==> src/rtl/flash_boot_copier.sv <==
// flash_boot_copier: copies QWCNT qwords from SPI flash through the flash controller into destination memory.
module flash_boot_copier #(
    parameter logic [7:0] RDINST = 8'h03,
    parameter int         TMO    = 4096
) (
    input  logic        CLKH,
    input  logic        RESET,
    input  logic        START,
    input  logic [31:0] SRCADDR,
    input  logic [31:0] DSTADDR,
    input  logic [15:0] QWCNT,
    output logic        BUSY,
    output logic        DONE,
    output logic        ERR,
    input  logic        NEXT,
    output logic        ACT,
    output logic        CMD,
    output logic [31:0] ADDR,
    output logic [7:0]  BE,
    output logic [63:0] DTI,
    output logic [20:0] TAGI,
    input  logic        DRDY,
    input  logic [63:0] DTO,
    input  logic [20:0] TAGO,
    output logic        MACT,
    input  logic        MNEXT,
    output logic [31:0] MADDR,
    output logic [63:0] MDTO
);
    typedef enum logic [2:0] {IDLE, SETINST, RDREQ, RDWAIT, WRMEM, FIN} state_t;
    localparam logic [15:0] TMO_LAST = 16'(TMO - 1);
    state_t state_q, state_d;
    logic [28:0] src_q, src_d;
    logic [31:0] dst_q, dst_d, addr_q, addr_d, maddr_q, maddr_d;
    logic [15:0] rem_q, rem_d, seq_q, seq_d, tmo_q, tmo_d;
    logic [63:0] dti_q, dti_d, mdto_q, mdto_d;
    logic [20:0] tagi_q, tagi_d;
    logic [7:0]  be_q, be_d;
    logic        err_q, err_d, done_q, done_d, act_q, act_d, cmd_q, cmd_d, mact_q, mact_d;
    logic        unused_ok;
    assign unused_ok = ^{SRCADDR[31:29], SRCADDR[2:0], DSTADDR[2:0], TAGO[20:16]};
    always_comb begin
        state_d = state_q;
        src_d   = src_q;
        dst_d   = dst_q;
        rem_d   = rem_q;
        seq_d   = seq_q;
        err_d   = err_q;
        case (state_q)
            IDLE: if (START) begin
                src_d   = {SRCADDR[28:3], 3'b000};
                dst_d   = {DSTADDR[31:3], 3'b000};
                rem_d   = QWCNT;
                seq_d   = '0;
                err_d   = 1'b0;
                state_d = (QWCNT == '0) ? FIN : SETINST;
            end
            SETINST: state_d = (act_q && NEXT) ? RDREQ : SETINST;
            RDREQ:   state_d = (act_q && NEXT) ? RDWAIT : RDREQ;
            RDWAIT: begin
                if (DRDY) begin
                    state_d = (TAGO[15:0] == seq_q) ? WRMEM : IDLE;
                    err_d   = (TAGO[15:0] != seq_q);
                end else if (tmo_q == TMO_LAST) begin
                    state_d = IDLE;
                    err_d   = 1'b1;
                end
            end
            WRMEM: if (mact_q && MNEXT) begin
                src_d   = src_q + 29'd8;
                dst_d   = dst_q + 32'd8;
                seq_d   = seq_q + 16'd1;
                rem_d   = rem_q - 16'd1;
                state_d = (rem_q == 16'd1) ? FIN : RDREQ;
            end
            FIN:     state_d = IDLE;
            default: state_d = IDLE;
        endcase
        tmo_d   = (state_q == RDWAIT && state_d == RDWAIT) ? tmo_q + 16'd1 : '0;
        // a request drops for one cycle after acceptance so back-to-back requests never merge
        act_d   = (state_d == SETINST || state_d == RDREQ) && !(act_q && NEXT);
        cmd_d   = act_d ? (state_d == RDREQ) : cmd_q;
        addr_d  = act_d ? ((state_d == RDREQ) ? {3'b001, src_d[28:3], 3'b000} : 32'h0100_0000) : addr_q;
        be_d    = act_d ? ((state_d == RDREQ) ? 8'hFF : 8'hFB) : be_q;
        dti_d   = (act_d && state_d == SETINST) ? {40'b0, RDINST, 16'b0} : dti_q;
        tagi_d  = (act_d && state_d == RDREQ) ? {5'b00011, seq_d} : tagi_q;
        mact_d  = (state_d == WRMEM) && !(mact_q && MNEXT);
        maddr_d = mact_d ? {dst_d[31:3], 3'b000} : maddr_q;
        mdto_d  = (state_q == RDWAIT && state_d == WRMEM) ? DTO : mdto_q;
        done_d  = (state_q == FIN);
    end
    always_ff @(posedge CLKH or negedge RESET) begin
        if (!RESET) begin
            state_q <= IDLE;
            src_q   <= '0;
            dst_q   <= '0;
            rem_q   <= '0;
            seq_q   <= '0;
            tmo_q   <= '0;
            err_q   <= 1'b0;
            done_q  <= 1'b0;
            act_q   <= 1'b0;
            cmd_q   <= 1'b0;
            addr_q  <= '0;
            be_q    <= 8'hFF;
            dti_q   <= '0;
            tagi_q  <= '0;
            mact_q  <= 1'b0;
            maddr_q <= '0;
            mdto_q  <= '0;
        end else begin
            state_q <= state_d;
            src_q   <= src_d;
            dst_q   <= dst_d;
            rem_q   <= rem_d;
            seq_q   <= seq_d;
            tmo_q   <= tmo_d;
            err_q   <= err_d;
            done_q  <= done_d;
            act_q   <= act_d;
            cmd_q   <= cmd_d;
            addr_q  <= addr_d;
            be_q    <= be_d;
            dti_q   <= dti_d;
            tagi_q  <= tagi_d;
            mact_q  <= mact_d;
            maddr_q <= maddr_d;
            mdto_q  <= mdto_d;
        end
    end
    assign BUSY  = (state_q != IDLE);
    assign DONE  = done_q;
    assign ERR   = err_q;
    assign ACT   = act_q;
    assign CMD   = cmd_q;
    assign ADDR  = addr_q;
    assign BE    = be_q;
    assign DTI   = dti_q;
    assign TAGI  = tagi_q;
    assign MACT  = mact_q;
    assign MADDR = maddr_q;
    assign MDTO  = mdto_q;
endmodule

==> config.mk <==
export PLATFORM = sky130hd
export DESIGN_NAME = flash_boot_copier
export DESIGN_NICKNAME = d
export VERILOG_FILES = /design/src/rtl/flash_boot_copier.sv
export SDC_FILE = /design/constraint.sdc
export NUM_CORES = 1
export LEC_CHECK = 0
export CAP_MARGIN = 20
export CORE_ASPECT_RATIO = 2
export CORE_MARGIN = 10
export CORE_UTILIZATION = 40
export DETAILED_ROUTE_END_ITERATION = 6
export HOLD_SLACK_MARGIN = 0.1
export PLACE_DENSITY = 0.82
export SKIP_LAST_GASP = 1
export SLEW_MARGIN = 20
export SYNTH_ARGS = -nofsm -noshare
export SYNTH_HDL_FRONTEND = slang
export SYNTH_SLANG_ARGS = --single-unit
export TNS_END_PERCENT = 100
==> constraint.sdc <==
create_clock -name CLKH -period 2.6 [get_ports CLKH]
set_input_delay 0.26 -clock CLKH [delete_from_list [all_inputs] [get_ports CLKH]]
set_output_delay 0.26 -clock CLKH [all_outputs]
set_load 0.01 [all_outputs]
# Word level (Yosys, flattened, before mapping)
# Index checks and enable logic that the tools add are counted.
[classes]
addsub = 5
multipliers = 0
div = 0
order_cmp = 0
n_eq_ne = 16
shift = 0
mux = 29
bitwise_logic = 0
n_reduce_logical = 18
[ops]
columns = ["cell", "n"]
rows = [
  ["$mux 16", 5],
  ["$mux 32", 2],
  ["$pmux 16 s2", 2],
  ["$pmux 32 s2", 1],
  ["$mux 29", 2],
  ["$pmux 29 s2", 1],
  ["$add 16x1->16 const B", 2],
  ["$add 32x4->32 const B", 1],
  ["$mux 30", 1],
  ["$add 29x4->29 const B", 1],
  ["$mux 3", 8],
  ["$eq 16x1->1 const B", 1],
  ["$eq 16x12->1 const B", 1],
  ["$eq 16x16->1", 1],
  ["$logic_not 16->1", 1],
  ["$ne 16x16->1", 1],
  ["$sub 16x1->16 const B", 1],
  ["$pmux 3 s5", 1],
  ["$eq 3x2->1 const B", 4],
  ["$eq 3x3->1 const B", 3],
  ["$logic_and 1x1->1", 8],
  ["$eq 3x1->1 const B", 2],
  ["$reduce_and 3->1", 2],
  ["$mux 1", 4],
  ["other kinds (9)", 12],
]
[totals]
reg_bits = 268
latch_bits = 0
ram_bits = 0
romBits = 0
mem_count = 0

# Logic depth before layout (Yosys ltp)
[logic_depth]
word_depth = 8
ltp_mapped = 11
depth_no_buf = 10

# Worst setup path after synthesis
# No wires, ideal clock.
[synth_path]
path_type = "reg2reg"
start = "register tmo_q[0]"
end = "register maddr_q[10] (netlist: MADDR[10])"
arrival_time_ps = 2381
slack_ps = 95
path_stages_with_launch = 9
n_path_buf = 1
synth_period_minus_slack_ps = 2505
cell_sequence = "dfrtp_1 ha_1 nand3_1 nor2_4 a311oi_2 or4_4 a31oi_4 buf_6 mux2_2"
[synth_between]
elab_chain_cells = 6
[synth_rtl]
columns = ["item", "line", "rtl"]
rows = [
  ["start, declared", "35", "logic [15:0] rem_q, rem_d, seq_q, seq_d, tmo_q, tmo_d;"],
  ["start signal, assigned", "117", "tmo_q <= tmo_d;"],
  ["$eq 16x12->1", "64", "end else if (tmo_q == TMO_LAST) begin"],
  ["$mux 3", "64", ""],
  ["$mux 3", "61", "if (DRDY) begin"],
  ["$pmux 3 s5", "49", "case (state_q)"],
  ["$eq 3x3->1", "87", "mact_d = (state_d == WRMEM) && !(mact_q && MNEXT);"],
  ["$logic_and 1x1->1", "87", ""],
  ["end signal, assigned", "127", "maddr_q <= maddr_d;"],
  ["end, declared", "34", "logic [31:0] dst_q, dst_d, addr_q, addr_d, maddr_q, maddr_d;"],
]
# No other way between the ends.
# A chain may end at the register's enable or synchronous reset.

# Final worst setup path
[layout_path]
start = "register tmo_q[1]"
end = "register maddr_q[8] (netlist: MADDR[8])"
# The elaborated chain is that of the path after synthesis.

==> flow_metrics.py <==
metrics = {
    "drt": {
        "wl_per_cell_um": 21.1,
        "vias": 10900,
        "antenna_left": 0,
        "drc": 0,
        "drtIter0Drc": 653,
        "drt-total-wl_um": 42100,
        "firstDrtPassIters": 5,
        "via_per_inst": 5.45,
    },
    "synth": {
        "synth-seq-cells": 249,
        "yosysWarnings": 0,
        "synth.area.top_cells": "dfrtp_1, mux2_2, buf_4, nand2_1, o21ai_0",
        "synth_common_cells": "dfrtp_1, nand2_1, mux2_2, o21ai_0, buf_4",
        "async_flop_share_pct": 100,
        "syn-cell-area_mm2": 0.0125,
        "syn_avg_cell_area_um2": 10.4,
        "synth_edf_count": 0,
        "yosys.area.top_type": "dfrtp_1",
        "yosysMostFrequentCell": "dfrtp_1",
        "synth_cell_types": 71,
        "synthCells": 1198,
        "ys.flop_type": "dfrtp_1",
        "synth_top_area_share_pct": 49.8,
        "yosysSeqAreaShare_pct": 50.0,
    },
    "setup_path": {
        "path_class": "flop to flop",
        "ff2ff_path_depth": 9,
        "r2r_start": "tmo_q[1]$_DFF_PN0_",
        "reg2reg_to": "MADDR[8]$_DFFE_PN0P_",
        "path_max_fanout": 16,
        "arrival_ns": 2.97,
        "cp-end-kind": "flop",
        "rrSetupSlack_ns": 0.06,
        "required_ns": 3.02,
        "startpoint_type": "flop",
    },
    "floorplan": {
        "num_rows": 91,
        "die_y_um": 270,
        "core-area_mm2": 0.0309,
        "start_util_pct": 40.4,
        "dieWidth_um": 145,
        "pin_count": 398,
        "die_area_mm2": 0.0390,
    },
    "power": {
        "ir_worst_vdd_mv": 0.660,
        "finalPower_uw": 13600,
        "power.leakage_uw": 0.00749,
        "power_density_mw_per_mm2": 791,
    },
    "sta": {
        "period_minus_slack_ns": 2.54,
        "layout_setup_ws_ns": 0.0561,
        "finalMaxSlewViolations": 0,
        "max_freq_ghz": 0.393,
        "setup_viol": 0,
        "fin_skew_ns": 0.0208,
        "fin_crit_sh_pct": 97.8,
        "timing.final.hold_violations": 0,
        "setup_tns_ns": 0,
        "slew_headroom_pct": 57.7,
        "worstMarginPinSlew_ns": 0.635,
    },
    "clock_network": {
        "cts_num_sinks": 249,
        "cts_htree_levels": 1,
        "clk_latency_ns": 0.54,
        "cts_tree": "done",
        "path_clk_slew_ns": 0.07,
        "clk_path_buf_depth": 3,
        "cts_buffers": 25,
        "cts-root-buf": "clkbuf_16",
    },
    "min_path": {
        "holdCritPathClass": "input pin to async pin",
    },
    "final_layout": {
        "fill_cells": 2579,
        "fin_nets": 1735,
        "regArea_mm2": 0.00623,
        "utilization_pct": 55.8,
        "multi_input_area_mm2": 0.00563,
        "synthToLayoutAreaGrowth_pct": 38.2,
        "drive_gt1_share_pct": 17.5,
    },
    "global_routing": {
        "antenna_found_initial": 3,
        "grt_max_degree": 81,
        "grt_pass1_vias": 11500,
        "grt_overflow": 0,
        "grtUsageTotal_pct": 20.9,
        "grt_pass1_wl_um": 64300,
    },
    "run_status": {
        "status": "finished clean",
    },
    "placed_design": {
        "dp_hpwl_um": 31900,
        "portBuffers": 303,
        "finalWeightedCongestion": 0.859,
        "pre_cts_ws_ns": -0.176,
    },
    "job": {
        "maxCapViolCount": 0,
    },
}
worst max-delay path by stage:
stage	from	slack [ns]	cells past startpoint	to
6_report	tmo_q[1]$_DFF_PN0_	0.06	9	MADDR[8]$_DFFE_PN0P_
5_1_grt	tmo_q[1]$_DFF_PN0_	-0.02	9	MADDR[23]$_DFFE_PN0P_
4_1_cts	tmo_q[12]$_DFF_PN0_	0.01	7	MADDR[23]$_DFFE_PN0P_
3_5_place_dp	QWCNT[2]	-0.18	8	TAGI[10]$_DFFE_PN0P_
3_3_place_gp	QWCNT[2]	-0.15	8	TAGI[6]$_DFFE_PN0P_
2_1_floorplan	tmo_q[0]$_DFF_PN0_	0.09	8	MADDR[10]$_DFFE_PN0P_
timing repair:
action / CTS / global route
gates resized for setup: 4 / 8
endpoints found under the hold margin: 74 / 0
hold buffers: 1 / 0
setup buffers: 1 / 0
cloned: 1 / 0
pin swaps: 1 / 4
endpoints found under the setup margin: 33 / 34
cells in the final DEF (no fill, tap or decap), types with 4 or more instances in the layout:
master	n
mux2_2	99
and4_1	4
and3_1	9
nor3_1	19
mux2_1	9
nand3_1	63
xor2_1	20
o311ai_0	5
and2_1	9
or3_1	11
a31oi_1	6
nor4_1	15
dfrtp_1	247
clkbuf_8	8
ha_1	5
a22oi_1	23
a21oi_1	31
buf_4	84
nand4_1	29
clkdlybuf4s50_1	302
conb_1	80
o31ai_1	5
a2bb2oi_1	6
clkbuf_16	25
a221o_1	9
clkinv_2	4
inv_1	13
o21ai_1	5
o211ai_1	24
nor2_1	64
o21a_1	8
buf_12	9
xnor2_1	22
nor4_2	4
a32oi_1	5
nand2_1	128
a31o_2	10
o21ai_0	85
state kept, by name, indices dropped and copies added, names as in the netlist, 16 cells and up:
name / flops
TAGI: 17
ADDR: 27
rem_q: 16
tmo_q: 16
dst_q: 29
MDTO: 64
MADDR: 29
seq_q: 16
src_q: 26
critical path, cell delays in order, from the launching register on:
cell and delay (ns):
dfrtp_1 0.41, ha_4 0.17, nand3_2 0.11, nor2_4 0.17, a311oi_4 0.16, or4_4 0.56, a31oi_4 0.18, buf_12 0.15
buf_16 0.17, mux2_2 0.35
where the power goes:
part	leakage [uW]	switching, uW	total (uW)	internal (uW)
clock	0.000427	1590	3870	2280
sequential	0.00333	855	5490	4640
combinational	0.00373	2320	4250	1930
total	0.00749	4770	13600	8850
layout make-up:
type,instances,share of cell area (%)
Sequential cell,249,36.2
Clock inverter,8,0.683
Tap cell,418,3.04
Inverter,15,0.327
Multi-Input combinational cell,868,32.7
Clock buffer,36,4.34
Timing Repair Buffer,399,22.7
Antenna cell,1,0.0145
layer usage:
metal | vias up | global-route usage, % | wire, um
li1 | 4894 | - | -
met1 | 5290 | 20.5 | 13500
met2 | 547 | 37.7 | 22200
met3 | 139 | 5.69 | 3920
met4 | 6 | 11.7 | 2410
met5 | - | 0 | 37
cell families after synthesis:
family / after synthesis / synth area share (%)
buffers and inverters: 159 / 7.74
and+or+nand+nor: 382 / 15.3
other: 2 / 0.0603
xor gates and xnor gates: 42 / 2.95
adders and majority gates: 6 / 0.602
AOI/OAI and AO/OA: 248 / 13.4
DFF: 249 / 50.0
muxes: 110 / 9.92
stage by stage:
| step | instances | cell area, um2 | hold slack, ns |
|---|---|---|---|
| after floorplan | 1276 | 12800 | -0.0356 |
| after global placement | 1946 | 16200 | 0.285 |
| after detailed placement | 1946 | 16200 | 0.297 |
| after CTS | 1993 | 17200 | 0.296 |
| after global routing | 1993 | 17200 | 0.331 |
| final | 1994 | 17200 | 0.290 |
Power figures use the tool's default switching activity.
